## config.mk

```make
export PLATFORM = sky130hd
export DESIGN_NAME = nexys_starship_bottom_gun_flat
export DESIGN_NICKNAME = d
export VERILOG_FILES = /design/src/rtl/nexys_starship_pkg.sv /design/src/rtl/nexys_starship_bottom_gun_if.sv /design/src/rtl/nexys_starship_down_counter.sv /design/src/rtl/nexys_starship_bottom_gun.sv /design/src/flat_wrapper.sv
export SDC_FILE = /design/constraint.sdc
export NUM_CORES = 1
export LEC_CHECK = 0
export ABC_AREA = 1
export CORE_MARGIN = 2
export CORE_UTILIZATION = 35
export CTS_BUF_LIST = sky130_fd_sc_hd__clkbuf_8
export DETAILED_ROUTE_END_ITERATION = 16
export HOLD_SLACK_MARGIN = 0.12
export PLACE_DENSITY_LB_ADDON = 0.3
export SLEW_MARGIN = 20
export SYNTH_ARGS = -nofsm -noshare
export SYNTH_HDL_FRONTEND = slang
export SYNTH_SLANG_ARGS = --single-unit
```

## constraint.sdc

```tcl
create_clock -name Clk -period 1.75 [get_ports Clk]
set_input_delay 0.4375 -clock Clk [delete_from_list [all_inputs] [get_ports Clk]]
set_output_delay 0.4375 -clock Clk [all_outputs]
set_load 0.02 [all_outputs]
```

## src/rtl/nexys_starship_pkg.sv

```systemverilog
// Shared types and widths for the starship gun and monster controllers.
package nexys_starship_pkg;

  localparam int unsigned HEAT_W = 4;
  localparam int unsigned HITS_W = 8;
  localparam int unsigned REP_W  = 4;

  // One-hot state encoding shared with the monster FSMs.
  typedef enum logic [3:0] {
    ST_INIT   = 4'b0001,
    ST_READY  = 4'b0010,
    ST_COOL   = 4'b0100,
    ST_BROKEN = 4'b1000
  } gun_state_e;

endpackage

```

## src/rtl/nexys_starship_bottom_gun_if.sv

```systemverilog
// Game-control bundle between the bottom gun and its neighbours.
import nexys_starship_pkg::*;

interface nexys_starship_bottom_gun_if;
  logic              play_flag;
  logic              game_over;
  logic              fire_pulse;
  logic              repair_pulse;
  logic              bottom_monster;
  logic              kill_bottom;
  logic              bottom_broken;
  logic [HEAT_W-1:0] heat;
  logic [HITS_W-1:0] hits;
  logic              q_Init;
  logic              q_Ready;
  logic              q_Cool;
  logic              q_Broken;

  modport master (
    output play_flag, game_over, fire_pulse, repair_pulse, bottom_monster,
    input  kill_bottom, bottom_broken, heat, hits, q_Init, q_Ready, q_Cool, q_Broken
  );

  modport slave (
    input  play_flag, game_over, fire_pulse, repair_pulse, bottom_monster,
    output kill_bottom, bottom_broken, heat, hits, q_Init, q_Ready, q_Cool, q_Broken
  );
endinterface

```

## src/rtl/nexys_starship_down_counter.sv

```systemverilog
// Loadable down counter that holds at zero; load has priority over enable.
module nexys_starship_down_counter #(
  parameter int unsigned W = 8
) (
  input  logic         clk_i,
  input  logic         rst_i,
  input  logic         load_i,
  input  logic [W-1:0] load_val_i,
  input  logic         en_i,
  output logic         zero_o
);

  logic [W-1:0] count_q;

  // Count register: load, else decrement toward zero when enabled.
  always_ff @(posedge clk_i) begin
    if (rst_i)                     count_q <= '0;
    else if (load_i)               count_q <= load_val_i;
    else if (en_i && count_q != '0) count_q <= count_q - 1'b1;
  end

  assign zero_o = (count_q == '0);

endmodule

```

## src/rtl/nexys_starship_bottom_gun.sv

```systemverilog
// Bottom laser gun: fires at the bottom monster, heats per shot, cools down
// between shots, decays heat while idle and breaks at maximum heat until repaired.
import nexys_starship_pkg::*;

module nexys_starship_bottom_gun #(
  parameter int unsigned COOLDOWN_CYCLES = 25_000_000,
  parameter int unsigned COOL_CYCLES     = 50_000_000,
  parameter int unsigned HEAT_MAX        = 4,
  parameter int unsigned REPAIR_PRESSES  = 3
) (
  input  logic Clk,
  input  logic Reset,
  nexys_starship_bottom_gun_if.slave gun
);

  localparam int unsigned CD_W   = (COOLDOWN_CYCLES > 1) ? $clog2(COOLDOWN_CYCLES) : 1;
  localparam int unsigned IDLE_W = (COOL_CYCLES > 1) ? $clog2(COOL_CYCLES) : 1;

  gun_state_e        state_q, state_d;
  logic [HEAT_W-1:0] heat_q, heat_d;
  logic [HITS_W-1:0] hits_q, hits_d;
  logic [REP_W-1:0]  rep_q, rep_d;
  logic              kill_q, kill_d;

  logic cd_load, cd_en, cd_zero;
  logic idle_load, idle_en, idle_zero;

  // Timers reload on entry to their state; the idle timer also reloads after each decay.
  assign cd_load   = (state_d == ST_COOL) && (state_q != ST_COOL);
  assign cd_en     = (state_q == ST_COOL);
  assign idle_load = (state_d == ST_READY) && ((state_q != ST_READY) || idle_zero);
  assign idle_en   = (state_q == ST_READY) && !gun.fire_pulse;

  nexys_starship_down_counter #(.W(CD_W)) u_cooldown (
    .clk_i      (Clk),
    .rst_i      (Reset),
    .load_i     (cd_load),
    .load_val_i (CD_W'(COOLDOWN_CYCLES - 1)),
    .en_i       (cd_en),
    .zero_o     (cd_zero)
  );

  nexys_starship_down_counter #(.W(IDLE_W)) u_idle (
    .clk_i      (Clk),
    .rst_i      (Reset),
    .load_i     (idle_load),
    .load_val_i (IDLE_W'(COOL_CYCLES - 1)),
    .en_i       (idle_en),
    .zero_o     (idle_zero)
  );

  // State and datapath registers.
  always_ff @(posedge Clk) begin
    if (Reset) begin
      state_q <= ST_INIT;
      heat_q  <= '0;
      hits_q  <= '0;
      rep_q   <= '0;
      kill_q  <= 1'b0;
    end else begin
      state_q <= state_d;
      heat_q  <= heat_d;
      hits_q  <= hits_d;
      rep_q   <= rep_d;
      kill_q  <= kill_d;
    end
  end

  // Next state and datapath updates; game_over overrides every state.
  always_comb begin
    state_d = state_q;
    heat_d  = heat_q;
    hits_d  = hits_q;
    rep_d   = rep_q;
    kill_d  = 1'b0;
    if (gun.game_over) begin
      state_d = ST_INIT;
      heat_d  = '0;
      rep_d   = '0;
    end else begin
      case (state_q)
        ST_INIT: begin
          if (gun.play_flag) begin
            state_d = ST_READY;
            hits_d  = '0;
          end
        end
        ST_READY: begin
          if (gun.fire_pulse) begin
            heat_d = heat_q + 1'b1;
            if (gun.bottom_monster) begin
              kill_d = 1'b1;
              hits_d = (hits_q == '1) ? hits_q : hits_q + 1'b1;
            end
            state_d = (heat_q + 1'b1 == HEAT_W'(HEAT_MAX)) ? ST_BROKEN : ST_COOL;
          end else if (idle_zero && heat_q != '0) begin
            heat_d = heat_q - 1'b1;
          end
        end
        ST_COOL: begin
          if (cd_zero) state_d = ST_READY;
        end
        ST_BROKEN: begin
          if (gun.repair_pulse) begin
            if (rep_q == REP_W'(REPAIR_PRESSES - 1)) begin
              rep_d   = '0;
              heat_d  = '0;
              state_d = ST_READY;
            end else begin
              rep_d = rep_q + 1'b1;
            end
          end
        end
        default: state_d = ST_INIT;
      endcase
    end
  end

  assign gun.kill_bottom   = kill_q;
  assign gun.bottom_broken = (state_q == ST_BROKEN);
  assign gun.heat          = heat_q;
  assign gun.hits          = hits_q;
  assign gun.q_Init        = (state_q == ST_INIT);
  assign gun.q_Ready       = (state_q == ST_READY);
  assign gun.q_Cool        = (state_q == ST_COOL);
  assign gun.q_Broken      = (state_q == ST_BROKEN);

endmodule

```

## src/flat_wrapper.sv

```systemverilog
// flat-port wrapper written by rule: the top's interface ports become plain ports
module nexys_starship_bottom_gun_flat 
#(
  parameter int unsigned COOLDOWN_CYCLES = 25_000_000,
  parameter int unsigned COOL_CYCLES     = 50_000_000,
  parameter int unsigned HEAT_MAX        = 4,
  parameter int unsigned REPAIR_PRESSES  = 3
)
  (Clk, Reset, gun_play_flag, gun_game_over, gun_fire_pulse, gun_repair_pulse, gun_bottom_monster, gun_kill_bottom, gun_bottom_broken, gun_heat, gun_hits, gun_q_Init, gun_q_Ready, gun_q_Cool, gun_q_Broken);
  nexys_starship_bottom_gun_if gun_i ();
  input  logic Clk;
  input  logic Reset;
  input wire logic [$bits(gun_i.play_flag)-1:0] gun_play_flag;
  input wire logic [$bits(gun_i.game_over)-1:0] gun_game_over;
  input wire logic [$bits(gun_i.fire_pulse)-1:0] gun_fire_pulse;
  input wire logic [$bits(gun_i.repair_pulse)-1:0] gun_repair_pulse;
  input wire logic [$bits(gun_i.bottom_monster)-1:0] gun_bottom_monster;
  output wire logic [$bits(gun_i.kill_bottom)-1:0] gun_kill_bottom;
  output wire logic [$bits(gun_i.bottom_broken)-1:0] gun_bottom_broken;
  output wire logic [$bits(gun_i.heat)-1:0] gun_heat;
  output wire logic [$bits(gun_i.hits)-1:0] gun_hits;
  output wire logic [$bits(gun_i.q_Init)-1:0] gun_q_Init;
  output wire logic [$bits(gun_i.q_Ready)-1:0] gun_q_Ready;
  output wire logic [$bits(gun_i.q_Cool)-1:0] gun_q_Cool;
  output wire logic [$bits(gun_i.q_Broken)-1:0] gun_q_Broken;
  assign gun_i.play_flag = gun_play_flag;
  assign gun_i.game_over = gun_game_over;
  assign gun_i.fire_pulse = gun_fire_pulse;
  assign gun_i.repair_pulse = gun_repair_pulse;
  assign gun_i.bottom_monster = gun_bottom_monster;
  assign gun_kill_bottom = gun_i.kill_bottom;
  assign gun_bottom_broken = gun_i.bottom_broken;
  assign gun_heat = gun_i.heat;
  assign gun_hits = gun_i.hits;
  assign gun_q_Init = gun_i.q_Init;
  assign gun_q_Ready = gun_i.q_Ready;
  assign gun_q_Cool = gun_i.q_Cool;
  assign gun_q_Broken = gun_i.q_Broken;
  nexys_starship_bottom_gun #(.COOLDOWN_CYCLES(COOLDOWN_CYCLES), .COOL_CYCLES(COOL_CYCLES), .HEAT_MAX(HEAT_MAX), .REPAIR_PRESSES(REPAIR_PRESSES)) u_core (.Clk(Clk), .Reset(Reset), .gun(gun_i));
endmodule
```

# Yosys cells after proc, flatten, opt, wreduce, memory -nomap -nowiden
# Cells that the tools add are included.
# word_totals
regBits,72
elab_cells,84
in_bits,7
# classes
addsub,6
reduce_logical,24
eq_ne,18
n_mux,24
n_bitwise,3
# op_table
op,n
$mux W26,2
$mux W25,2
$mux W4,12
$mux W8,4
$logic_not A26 Y1,1
$reduce_bool A26 Y1,1
$sub A26 B1 Y26 const B,1
$logic_not A25 Y1,1
$reduce_bool A25 Y1,1
$sub A25 B1 Y25 const B,1
$pmux W4 S4,1
$pmux W8 S2,1
$eq A4 B2 Y1 const B,3
$eq A4 B3 Y1 const B,3
$ne A2 B2 Y1 const B,5
$add A4 B1 Y4 const B,2
$add A8 B1 Y8 const B,1
$eq A8 B8 Y1 const B,1
$pmux W4 S2,1
$reduce_bool A2 Y1,4
$logic_and A1 B1 Y1,6
$reduce_and A6 Y1,1
$reduce_or A2 Y1,3
$eq A4 B1 Y1 const B,1
14 further kinds,16

# Logic depth before layout (Yosys ltp)
# depth
depth_word,9
ltp_mapped,14
ltp_nobuf,13

# By module
# Synthesis repeated with hierarchy kept, for this count alone.
# unflattened
hier_cells,916
hier_area_um2,5424.0
# modules_own_cells
module,seq_area_each_um2,area_each_um2,cells_per_inst,n_inst
nexys_starship_down_counter at u_core.u_idle,520.5,2019.4,357,1
nexys_starship_down_counter at u_core.u_cooldown,500.5,2015.7,336,1
nexys_starship_bottom_gun,420.4,1388.8,223,1

# Worst setup path before layout
# Ideal clock, no wire load.
# synth_timing
path_kind,register to register
start,register u_core.u_idle.count_q[0]
end,register u_core.u_idle.count_q[25]
path_stages_with_launch,13
required_ns,1.640
n_path_buf,1
path_slack_ns,-0.018
arrival_time_ns,1.658
cell_sequence,dfxtp_1 inv_1 ha_1 nand2_1 nor2_1 nand2_1 nor2_1 nor2_4 buf_2 nand3_1 o211ai_1 nand2_1 inv_1
# synth_between
elab_chain_len,4
word_cells_on_any_way,9
# synth_rtl
item,line_no,source
start: declaration,nexys_starship_down_counter.sv:13,logic [W-1:0] count_q;
start signal: assignment,nexys_starship_down_counter.sv:18,else if (load_i) count_q <= load_val_i;
start signal: assignment,nexys_starship_down_counter.sv:19,else if (en_i && count_q != '0) count_q <= count_q - 1'b1;
"parallel branches: the longest is 4 deep, another holds $sub A26 B1 Y26",n/a,
# Parallel ways; which one is timed is not known. The select of a mux whose other input is x is not followed.
# A chain may end at the register's enable or synchronous reset.

# Worst setup path in the final report
# layout_timing
start,register u_core.state_q[0]
end,output port gun_q_Ready
# layout_between
elab_chain_len,1
# layout_rtl
item,line_no,source
start: declaration,nexys_starship_bottom_gun.sv:19,"gun_state_e state_q, state_d;"
start signal: assignment,nexys_starship_bottom_gun.sv:61,state_q <= state_d;
$eq A4 B2 Y1,nexys_starship_bottom_gun.sv:124,assign gun.q_Ready = (state_q == ST_READY);
end: declaration,flat_wrapper.sv:23,output wire logic [$bits(gun_i.q_Ready)-1:0] gun_q_Ready;
# Every way passes these cells.

==> impl_metrics.yaml <==
final_layout:
  final_cell_mix: "nand2_1, nor2_1, buf_4, inv_1, nand3_1"
  final_common_cell: "nand2_1"
  layout.nets: 883
  fillers: 1272
  area_delta_synth_final_pct: 39.89
  final_cell_area_sq_um: 6187
  diodes: 0
  drive_gt1_share_pct: 24.91
critical_path:
  start_kind: "register"
  rrSetupSlack_ps: 70
  critPathMaxFanout: 5
  critPathMaxStageDelay_ps: 330
  critPathTopFamily: "flip-flops"
  crit_type: "register to output pin"
  cp.required_ps: 1310
  worstPathArrival_ps: 1290
  crit_cells: 5
  worstReg2RegStart: "u_core.state_q[2]"
  worst_setup_path_end_kind: "output pin"
  crit_path_cell_trace: "inv_2, nand2_2, nor2_4, buf_6, buf_6"
  cp-endpoint: "gun_q_Ready"
  critical_path.startpoint: "u_core.state_q[0]"
  crit_path_frequent_cell: "buf_6"
  critical-path-slowest-cell: "dfxtp_2"
  reg2reg_to: "u_core.u_idle.count_q[7]"
  worstRegToRegCells: 10
  crit_buf_inv: 3
logic_synthesis:
  synth_seq_cells: 72
  synth_edf_count: 0
  ys_warn_count: 0
  syn_area_sq_um: 4423
  seq_area_frac_synth_pct: 32.59
  synth_ff_type: "dfxtp_1"
  synthArstFlopShare_pct: 0
  yosysUniqueCellTypes: 38
  syn_area_per_cell_sq_um: 6.084
  syn_nets: 740
  syn_inst: 727
global_routing:
  grt.total_usage_pct: 19.26
  grt_pass1_wl_um: 20620
  grt_max_degree: 23
  grt-ovfl-total: 0
  antenna_found_initial: 1
  grt_pass1_vias: 4430
floorplanning:
  num_io_pins: 25
  rows: 41
  dieArea_sq_um: 13550
  start_util_pct: 35.48
  die_h_um: 116.4
  core_area_sq_um: 12470
  die_w_um: 116.4
detailed_routing:
  drc_errors: 0
  num_vias: 4900
  detail_route.wl_per_cell_um: 12.05
  routed_wl_um: 12620
  viasPerCell: 4.680
  drt_iter0_drc: 360
  drt_first_pass_iters: 5
  ant_nets: 0
sta:
  layout_setup_ws_ps: 21.69
  skew_ps: 12.57
  slew_headroom_pct: 73.43
  tns_ps: 0
  timing.hold.ws_ps: 483.3
  hold_viol_final: 0
  max_freq_ghz: 0.5786
  tightest_slew_ps: 393.4
  period_minus_slack_ps: 1728
  rsz0062_at_grt: "yes"
  finalSetupViolations: 0
  fin_crit_sh_pct: 98.76
  finalMaxSlewViolations: 0
place:
  port_buffers: 24
  dp_hpwl_um: 9345
  dpl_worst_slack_ps: -219.6
  gp_congestion: 0.8893
  placed_area_sq_um: 5644
clock_network:
  cts_buffers: 9
  cts_hold_buf: 0
  max-clock-path-buffers: 2
  cts.htree.levels: 3
  cts_sinks: 72
  path_clk_slew_ps: 80
  root_buffer: "clkbuf_8"
  tritoncts: "built"
  clkLatencyLatePin_ps: 370
flow_run:
  drv_cap: 0
power:
  vdd_ir_drop_max_uv: 235.9
  total_power_w: 0.003598
  power_density_nw_per_um2: 581.6
  p_leak_nw: 3.082
outcome:
  status: "complete, no violations"
worst_hold_path:
  min_path_type: "register to register"
  hold_start: "u_core.u_cooldown.count_q[6]"
## logic make-up (layout without fill, tap and decap cells)
family,count (synthesis),after routing,share of synthesized area [%]
buffers and inverters,112,260,10.01
AOI/OAI and AO/OA,69,69,8.543
xor gates and xnor gates,19,19,3.762
and+or+nand+nor,449,449,43.40
DFF,72,72,32.59
adders and majority gates,6,6,1.697
## cell usage after synthesis (all sizes together) (2+ instances only)
| master | count | area, sq um |
|---|---|---|
| nor2 | 157 | 606.8 |
| clkbuf | 5 | 18.77 |
| buf | 9 | 56.30 |
| xor2 | 13 | 113.9 |
| nand3b | 2 | 15.01 |
| xnor2 | 6 | 52.55 |
| inv | 97 | 364.1 |
| ha | 6 | 75.07 |
| nor3 | 13 | 86.34 |
| a31oi | 4 | 25.02 |
| nor3b | 2 | 15.01 |
| or2 | 3 | 18.78 |
| nand2 | 184 | 695.7 |
| o21ai | 20 | 100.1 |
| o211ai | 4 | 30.03 |
| dfxtp | 72 | 1441 |
| nand3 | 69 | 362.8 |
| nand4 | 18 | 112.6 |
| a21oi | 37 | 185.2 |
## registers in the layout, summed over array words and instances, names as in the netlist
register                   flops
u_core.rep_q                   4
u_core.u_cooldown.count_q     25
u_core.gun.kill_bottom         1
u_core.u_idle.count_q         26
u_core.gun.heat                4
u_core.gun.hits                8
u_core.state_q                 4
## timing repair
| action | CTS | global route |
|---|---|---|
| endpoints found under the hold margin | 0 | 0 |
| buffers inserted | 3 | 13 |
| pin swaps | 4 | 25 |
| setup endpoints to repair | 54 | 70 |
| resized for setup | 52 | 73 |
| gates cloned | 0 | 1 |
## final cells by class
cell class	instances	area [sq um]	area share (%)
Multi-Input combinational cell	543	2741	44.31
Sequential cell	72	1456	23.54
Timing Repair Buffer	146	1241	20.06
Inverter	98	367.9	5.945
Tap cell	172	215.2	3.478
Clock buffer	10	137.6	2.224
Clock inverter	6	27.53	0.4449
## worst min path at each step
stage,endpoint,slack (ps),depth (start not counted)
after floorplan,u_core.u_cooldown.count_q[6],450,2
after global placement,u_core.u_cooldown.count_q[6],470,2
after detailed placement,u_core.u_cooldown.count_q[6],480,2
after CTS,u_core.u_cooldown.count_q[6],490,2
after global routing,u_core.u_cooldown.count_q[6],500,2
final,u_core.u_cooldown.count_q[6],480,2
## metrics by stage
stage	instances	util, %
after CTS	1033	46.87
after global placement	1014	45.28
after floorplan	727	-
after global routing	1047	49.63
final	1047	49.63
after detailed placement	1014	45.28
## metal layers
layer,GRT usage (%),vias to the layer above,part of all wire [%]
met4,5.556,2,1.7
met5,0,-,0.071
met1,24.98,2205,47
met2,31.82,79,47
met3,4.774,22,4.0
li1,-,2592,-
## power by group
| part | switching [W] | total, W | internal, W |
|---|---|---|---|
| combinational | 0.000386 | 0.000683 | 0.000297 |
| clock | 0.000670 | 0.00120 | 0.000534 |
| sequential | 0.0000339 | 0.00171 | 0.00168 |
## tightest hold or removal path, cell delays in order, from the launching register on
cell,delay (ps)
dfxtp_1,330
nand2_1,60
a21oi_1,50
No activity file was read; power rests on OpenSTA's default activity.
